<file path="src/rtl/mem_port_arbiter.sv">
// ---------------------------------------------------------------------------
// mem_port_arbiter
//
// Purpose:
//   Shares the single data-memory port between the ALU-sourced and
//   FPU-sourced memory requests leaving the X/M boundary. The two requesters
//   are arbitrated round-robin, and the winning request is latched. The
//   latched request drives a multi-cycle req/ack memory interface. Each
//   completed or timed-out access produces a one-cycle response tagged with
//   its source and destination register.
//
// Ports:
//   clk, rst_n            clock (rising edge), async active-low reset
//   alu_* / fpu_*         requester sets: valid, we, addr, wdata, dst in;
//                         ready out (asserted combinationally on grant)
//   mem_req/we/addr/wdata memory request, held stable while in ACCESS
//   mem_ack, mem_rdata    one-cycle completion pulse and load data
//   rsp_valid             one-cycle completion pulse qualifying rsp_*
//   rsp_src/we/dst/data   completed access info (src 0=ALU, 1=FPU)
//   rsp_err               access aborted by timeout
//   busy                  arbiter not idle (feeds pipeline stall)
// ---------------------------------------------------------------------------
module mem_port_arbiter #(
    parameter int unsigned AW      = 32,
    parameter int unsigned DW      = 32,
    parameter int unsigned RW      = 5,
    parameter int unsigned TIMEOUT = 16
) (
    input  logic          clk,
    input  logic          rst_n,

    input  logic          alu_valid,
    input  logic          alu_we,
    input  logic [AW-1:0] alu_addr,
    input  logic [DW-1:0] alu_wdata,
    input  logic [RW-1:0] alu_dst,
    output logic          alu_ready,

    input  logic          fpu_valid,
    input  logic          fpu_we,
    input  logic [AW-1:0] fpu_addr,
    input  logic [DW-1:0] fpu_wdata,
    input  logic [RW-1:0] fpu_dst,
    output logic          fpu_ready,

    output logic          mem_req,
    output logic          mem_we,
    output logic [AW-1:0] mem_addr,
    output logic [DW-1:0] mem_wdata,
    input  logic          mem_ack,
    input  logic [DW-1:0] mem_rdata,

    output logic          rsp_valid,
    output logic          rsp_src,
    output logic          rsp_we,
    output logic [RW-1:0] rsp_dst,
    output logic [DW-1:0] rsp_data,
    output logic          rsp_err,

    output logic          busy
);

    localparam int unsigned CW = $clog2(TIMEOUT + 1);

    typedef enum logic [1:0] {
        ST_IDLE   = 2'd0,
        ST_ACCESS = 2'd1,
        ST_RESP   = 2'd2
    } state_t;

    state_t        r_state;
    state_t        w_next;

    // 1 = FPU wins the next conflict, 0 = ALU wins
    logic          r_ptr_fpu;
    logic [CW-1:0] r_cnt;

    // Latched request
    logic          r_src;
    logic          r_we;
    logic [AW-1:0] r_addr;
    logic [DW-1:0] r_wdata;
    logic [RW-1:0] r_dst;

    // Response registers, held between responses
    logic          r_rsp_src;
    logic          r_rsp_we;
    logic [RW-1:0] r_rsp_dst;
    logic [DW-1:0] r_rsp_data;
    logic          r_rsp_err;

    logic          w_grant_alu;
    logic          w_grant_fpu;
    logic          w_ack_done;
    logic          w_timeout;

    always_ff @(posedge clk or negedge rst_n) begin
        if (!rst_n) begin
            r_state <= ST_IDLE;
        end else begin
            r_state <= w_next;
        end
    end

    always_comb begin
        w_next      = r_state;
        w_grant_alu = 1'b0;
        w_grant_fpu = 1'b0;
        w_ack_done  = 1'b0;
        w_timeout   = 1'b0;
        case (r_state)
            ST_IDLE: begin
                if (alu_valid && (!fpu_valid || !r_ptr_fpu)) begin
                    w_grant_alu = 1'b1;
                end else if (fpu_valid) begin
                    w_grant_fpu = 1'b1;
                end
                if (w_grant_alu || w_grant_fpu) begin
                    w_next = ST_ACCESS;
                end
            end
            ST_ACCESS: begin
                // Ack takes precedence over a timeout in the same cycle.
                // r_cnt counts completed ACCESS cycles, so TIMEOUT-1 marks
                // the last permitted one.
                if (mem_ack) begin
                    w_ack_done = 1'b1;
                    w_next     = ST_RESP;
                end else if (r_cnt == CW'(TIMEOUT - 1)) begin
                    w_timeout = 1'b1;
                    w_next    = ST_RESP;
                end
            end
            ST_RESP: begin
                w_next = ST_IDLE;
            end
            default: begin
                w_next = ST_IDLE;
            end
        endcase
    end

    always_ff @(posedge clk or negedge rst_n) begin
        if (!rst_n) begin
            r_ptr_fpu  <= 1'b0;
            r_cnt      <= '0;
            r_src      <= 1'b0;
            r_we       <= 1'b0;
            r_addr     <= '0;
            r_wdata    <= '0;
            r_dst      <= '0;
            r_rsp_src  <= 1'b0;
            r_rsp_we   <= 1'b0;
            r_rsp_dst  <= '0;
            r_rsp_data <= '0;
            r_rsp_err  <= 1'b0;
        end else begin
            if (w_grant_alu || w_grant_fpu) begin
                r_ptr_fpu <= w_grant_alu;
                r_src     <= w_grant_fpu;
                r_we      <= w_grant_fpu ? fpu_we    : alu_we;
                r_addr    <= w_grant_fpu ? fpu_addr  : alu_addr;
                r_wdata   <= w_grant_fpu ? fpu_wdata : alu_wdata;
                r_dst     <= w_grant_fpu ? fpu_dst   : alu_dst;
            end

            if (r_state == ST_ACCESS) begin
                r_cnt <= r_cnt + 1'b1;
            end else begin
                r_cnt <= '0;
            end

            if (w_ack_done || w_timeout) begin
                r_rsp_src  <= r_src;
                r_rsp_we   <= r_we;
                r_rsp_dst  <= r_dst;
                r_rsp_data <= (w_ack_done && !r_we) ? mem_rdata : '0;
                r_rsp_err  <= w_timeout;
            end
        end
    end

    assign alu_ready = w_grant_alu;
    assign fpu_ready = w_grant_fpu;

    // mem_req decodes straight from the state register so it drops
    // asynchronously with reset.
    assign mem_req   = (r_state == ST_ACCESS);
    assign mem_we    = r_we;
    assign mem_addr  = r_addr;
    assign mem_wdata = r_wdata;

    assign rsp_valid = (r_state == ST_RESP);
    assign rsp_src   = r_rsp_src;
    assign rsp_we    = r_rsp_we;
    assign rsp_dst   = r_rsp_dst;
    assign rsp_data  = r_rsp_data;
    assign rsp_err   = r_rsp_err;

    assign busy      = (r_state != ST_IDLE);

endmodule
</file>
<file path="config.mk">
export PLATFORM = sky130hd
export DESIGN_NAME = mem_port_arbiter
export DESIGN_NICKNAME = d
export VERILOG_FILES = /design/src/rtl/mem_port_arbiter.sv
export SDC_FILE = /design/constraint.sdc
export NUM_CORES = 1
export LEC_CHECK = 0
export CORE_MARGIN = 4
export CORE_UTILIZATION = 35
export DETAILED_ROUTE_END_ITERATION = 16
export GPL_TIMING_DRIVEN = 1
export PLACE_DENSITY = 0.77
export SLEW_MARGIN = 20
export SYNTH_ARGS = -nofsm -noshare
export SYNTH_HDL_FRONTEND = slang
export SYNTH_SLANG_ARGS = --single-unit
</file>
<file path="constraint.sdc">
create_clock -name clk -period 1.69 [get_ports clk]
set_input_delay 0.2535 -clock clk [delete_from_list [all_inputs] [get_ports clk]]
set_output_delay 0.2535 -clock clk [all_outputs]
set_load 0.005 [all_outputs]
</file>
* After elaboration in Yosys (flattened, before gate mapping) *
Cells that the tools add are included.

word-level totals
  flip-flop bits (word level) = 119
  logic and storage cells = 53
  input port bits = 177
  output and inout bits = 110

operators by class
  muxes and demuxes = 22
  $add $sub $neg = 1
  reduce and logical (&&, ||, !) cells = 12
  equality and inequality tests = 5

operator list
  kind                                                   count
  2-to-1 mux 32 bit                                      3
  2-to-1 mux 1 bit                                       13
  2-to-1 mux 5 bit                                       2
  2-to-1 mux 2 bit                                       3
  adder 5 x 1 -> 5 bit, second input constant            1
  equality test 5 x 4 -> 1 bit, second input constant    1
  logical OR 1 bit                                       4
  one-hot mux 2 bit (2 select lines)                     1
  logical NOT 1 bit                                      3
  inequality test 3 x 1 -> 1 bit, second input constant  1
  equality test 2 x 1 -> 1 bit, second input constant    1
  equality test 2 bit, second input constant             1
  logical AND 1 bit                                      2
  logical NOT 2 bit                                      1
  inequality test 2 bit, second input constant           1
  AND reduction 2 bit                                    1
  nonzero test 2 bit                                     1

* Longest topological paths before layout *
  depth in word-level cells = 8
  depth in mapped cells = 6
  mapped depth without buffers = 5

* Worst setup path after synthesis *
Ideal clock, no wire load.

  kind = register -> register
  start point = register r_cnt[0]
  end point = register r_rsp_dst[0], in the netlist rsp_dst[0]
  data required time = 1.565 ns
  setup time = 0.125 ns
  path buffers = 1
  period minus slack after synthesis = 1.844 ns
  path slack = -0.154 ns
  data arrival time = 1.720 ns
  stages on the path, launching flop included = 7
  cells stage by stage = dfrtp_1 -> ha_1 -> and3_1 -> ha_1 -> o21ai_1 -> buf_2 -> mux2_2

on the way
  word-level cells in the longest chain between the ends = 5

ends and longest elaborated chain
  element                       RTL line  RTL
  from (decl)                   76        logic [CW-1:0] r_cnt;
  from (signal assigned)        168       r_cnt <= r_cnt + 1'b1;
  equality test 5 x 4 -> 1 bit  129       end else if (r_cnt == CW'(TIMEOUT - 1)) begin
  2-to-1 mux 1 bit              129
  2-to-1 mux 1 bit              126       if (mem_ack) begin
  2-to-1 mux 1 bit              111       case (r_state)
  logical OR 1 bit              173       if (w_ack_done || w_timeout) begin
  to (signal assigned)          176       r_rsp_dst <= r_dst;
  to (decl)                     88        logic [RW-1:0] r_rsp_dst;

No other way between the ends.
A chain may end at the register's enable or synchronous reset.

* Final worst setup path *
  start point = register r_state[1]
  end point = register r_wdata[11], in the netlist mem_wdata[11]

on the way
  word-level cells in the longest chain between the ends = 3

ends and longest elaborated chain
  element                                                RTL line  RTL
  from (decl)                                            71        state_t r_state;
  from (signal assigned)                                 101       r_state <= w_next;
  logical NOT 2 bit (*)                                  111
  2-to-1 mux 1 bit                                       111
  2-to-1 mux 32 bit or logical OR 1 bit (tied branches)  163, 158
  to (signal assigned)                                   163       r_wdata <= w_grant_fpu ? fpu_wdata : alu_wdata;
  to (decl)                                              82        logic [DW-1:0] r_wdata;

Every way passes the cells marked *; elsewhere a longest branch is shown, timed or not.

==> impl_metrics.toml <==
[status]
outcome = "finished, violations left"
violated_checks = "negative setup slack"

[synthesis]
synth-compound-area-share_pct = 19.73
synth_cell_types = 26
ys.warnings.count = 0
postSynthCellCount = 370
syn-num-nets = 549
post_synth_main_area_contributors = "sky130_fd_sc_hd__dfrtp_1 57%, sky130_fd_sc_hd__mux2_2 16%, sky130_fd_sc_hd__o32a_1 13%, sky130_fd_sc_hd__a22o_1 5.5%, sky130_fd_sc_hd__clkbuf_1 1.9%"
fraction_of_the_mapped_netlist_area_in_simple_logic_gates_pct = 1.580
synthMuxAreaShare_pct = 16.57
synth_largest_area_cell = "sky130_fd_sc_hd__dfrtp_1"
synth_area_sq_um = 5226
synth_top_area_share_pct = 56.98
synth.avg_cell_area_sq_um = 14.13
ys_seq_elements = 119
synthAdderAreaFrac_pct = 0.4788
main_combinational_cell_family_by_area_after_synthesis = "compound AO/OA/AOI/OAI gates"
synth_xor_xnor_area_share_pct = 0.3352
synth_seq_area_share_pct = 56.98

[power_and_ir_drop]
pwr_density_cell_nw_per_um2 = 1618
share_comb_of_total_power_pct = 44.9
p_switching_mw = 4.400
pwr-share-seq_pct = 32.1
power_leakage_nw = 3.606
switching_share_pct = 29.73
power.total_mw = 14.80
clkPwrFrac_pct = 23.1
worst_vdd_drop_mv = 0.9388
cellInternalPower_mw = 10.40

[layout]
area_of_the_multi_input_gates_sq_um = 2136
fin_nets = 846
antennaDiodeCount = 0
final_util_pct = 62.69
area_growth_syn_to_layout_pct = 75.01
mostFrequentLayoutCells = "280 x sky130_fd_sc_hd__clkdlybuf4s50_1, 119 x sky130_fd_sc_hd__dfrtp_1, 69 x sky130_fd_sc_hd__o32a_1, 65 x sky130_fd_sc_hd__mux2_2, 33 x sky130_fd_sc_hd__a22o_1"
fillers = 1041
layout.cells.most_common = "sky130_fd_sc_hd__clkdlybuf4s50_1"
share_of_final_layout_standard_cells_stronger_than_drive_strength_1_pct = 22.50
register_area_sq_um = 2978

[floorplan]
fp.coreArea_sq_um = 14590
die_area_sq_um = 16950
placement_rows = 44
die_y_microns = 130.2
number_of_i_o_pins = 287
die_width_microns = 130.2
floorplan.initialDensity_pct = 35.82

[cts]
cts-root-buf = "sky130_fd_sc_hd__clkbuf_16"
cts_tree = "yes"
worst_skew_pair.late_latency_ps = 400
register_clock_pin_slew_on_the_reported_worst_setup_and_hold_paths_ps = 60
htree_num_levels = 4
number_of_buffers_inserted_during_clock_tree_synthesis = 17
cts_buffer_depth = 2
clkSinkCount = 119

[routing]
detail_route.wirelength_microns = 17130
wl_met3_microns = 1846
first_iter_violations = 132
met2WireLength_microns = 8657
first_pass_iters = 4
wl_met1_microns = 6357
highest-signal-layer = "met4"
wire_per_inst_microns = 19.82
drt.antenna.violating_nets = 0
routed-via-count = 4505
drc = 0
detail_route.vias_per_cell = 5.214

[setup_path]
path_class = "reg -> reg"
cp.arrival_ps = 2050
critPathSlowestCell = "sky130_fd_sc_hd__or3b_4"
sort_of_element_at_the_start_of_the_critical_path = "register"
max_stage_delay_ps = 440
top_delay_family_on_crit_path = "simple AND/OR/NAND/NOR gates"
crit_path_max_fanout = 41
required_ps = 1970
cp_cell_sequence = "or3b_4 > buf_12 > o32a_1 > mux2_2"
critPathCaptureType = "register"
path_buf_inv = 1

[run]
cap_viol_max_count = 0

[grt]
initial_antenna_violation_count = 0
grt_pass1_vias = 4906
globalRouteOverflowTotal = 0
grt.total_usage_pct = 19.02
grt_pass1_wl_microns = 25120
grt_start_max_net_pins = 71

[sta]
fin_worst_hold_slack_ps = 283.9
clock.fmax_mhz = 562.8
timing.final.crit_period_ps = 1777
final.period_utilization_pct = 105.1
drv_slew = 0
timing.clock.skew_ps = 8.417
tightestPinTransition_ps = 558.9
finalSetupViolations = 75
final.setup.worst_slack_ps = -86.82
max_slew_margin_vs_limit_pct = 62.74
grt_setup_unrepaired = "true"
timing_hold_violations_final = 0

[hold_path]
hold_class = "in -> async"

[placement]
gp_congestion = 0.7831
port_buffers = 286
hpwlAfterDp_microns = 12310
## power groups by stage
stage / Combinational, mW / Sequential, mW / Clock (mW)
final: 6.64 / 4.75 / 3.41
after global routing: 7.10 / 4.88 / 3.64
after CTS: 6.61 / 4.74 / 3.51
after detailed placement: 6.47 / 4.74 / 0
after global placement: 6.30 / 4.72 / 0
after floorplan: 2.68 / 4.76 / 0
## registers in the layout, indices dropped and copies added (netlist names)
signal / count
mem_addr: 32
mem_wdata: 32
mem_we: 1
r_cnt: 5
r_dst: 5
r_ptr_fpu: 1
r_src: 1
r_state: 2
rsp_data: 32
rsp_dst: 5
rsp_err: 1
rsp_src: 1
rsp_we: 1
## cell families after synthesis
group | count (synthesis)
flip-flops | 119
buffers and inverters | 44
XOR/XNOR | 2
multiplexers | 77
AO/OA/AOI/OAI | 110
AND/OR/NAND/NOR | 16
adder cells (fa/ha/maj) | 2
## metal layers
layer,global-route usage [%],vias up
li1,-,2051
met4,6.968,0
met5,0,-
met2,33.46,219
met1,21.28,2217
met3,6.590,18
## synthesized netlist by cell type (all sizes together)
cell type and count:
a21bo 1, a21oi 3, a22o 33, and2 1, and3 2, buf 12, clkbuf 27, dfrtp 119
ha 2, inv 5, mux2 76, mux2i 1, nand2b 1, nand3 1, nor2 7, nor2b 2
nor3 1, o21ai 2, o31ai 1, o32a 69, o32ai 1, or3b 1, xnor2 1, xor2 1
## through the flow
step / cells / setup WS (ps) / cell area, sq um / setup TNS (ps)
global placement: 827 / -528.5 / 8459 / -36030
finish: 864 / -86.82 / 9146 / -3398
floorplan: 370 / -30.08 / 5260 / -2012
CTS: 862 / -69.41 / 9094 / -2541
detailed placement: 827 / -553.2 / 8459 / -37570
global route: 864 / -111.7 / 9146 / -5949
## final cells by class
| type | instances | area share (%) |
|---|---|---|
| repair buffers | 317 | 35.17 |
| multi-input cells | 207 | 23.35 |
| flip-flops and latches | 119 | 32.56 |
| well taps | 184 | 2.517 |
| clock buffers | 19 | 4.843 |
| clock inverters | 13 | 1.354 |
| inverters | 5 | 0.2052 |
## path summary, 6_finish.rpt
check                           endpoint  cells after the start  slack, ps           from
hold reg to reg             mem_wdata[7]                      1        500   mem_wdata[7]
min in group clk            rsp_data[24]                      2        450  mem_rdata[24]
setup / recovery           mem_wdata[11]                      4        -90     r_state[1]
setup reg to reg           mem_wdata[11]                      4        -90     r_state[1]
max in group asynchronous   mem_addr[13]                      3        780          rst_n
hold / removal              rsp_data[22]                      2        280          rst_n
## timing repair
item                                    CTS  global route
endpoints found under the setup margin   83           111
hold buffers                              1             0
endpoints found under the hold margin    22             0
buffers inserted                          2             2
pin swaps                                 2             0
gates resized for setup                  24            14
(Power assumes the default switching activity.)
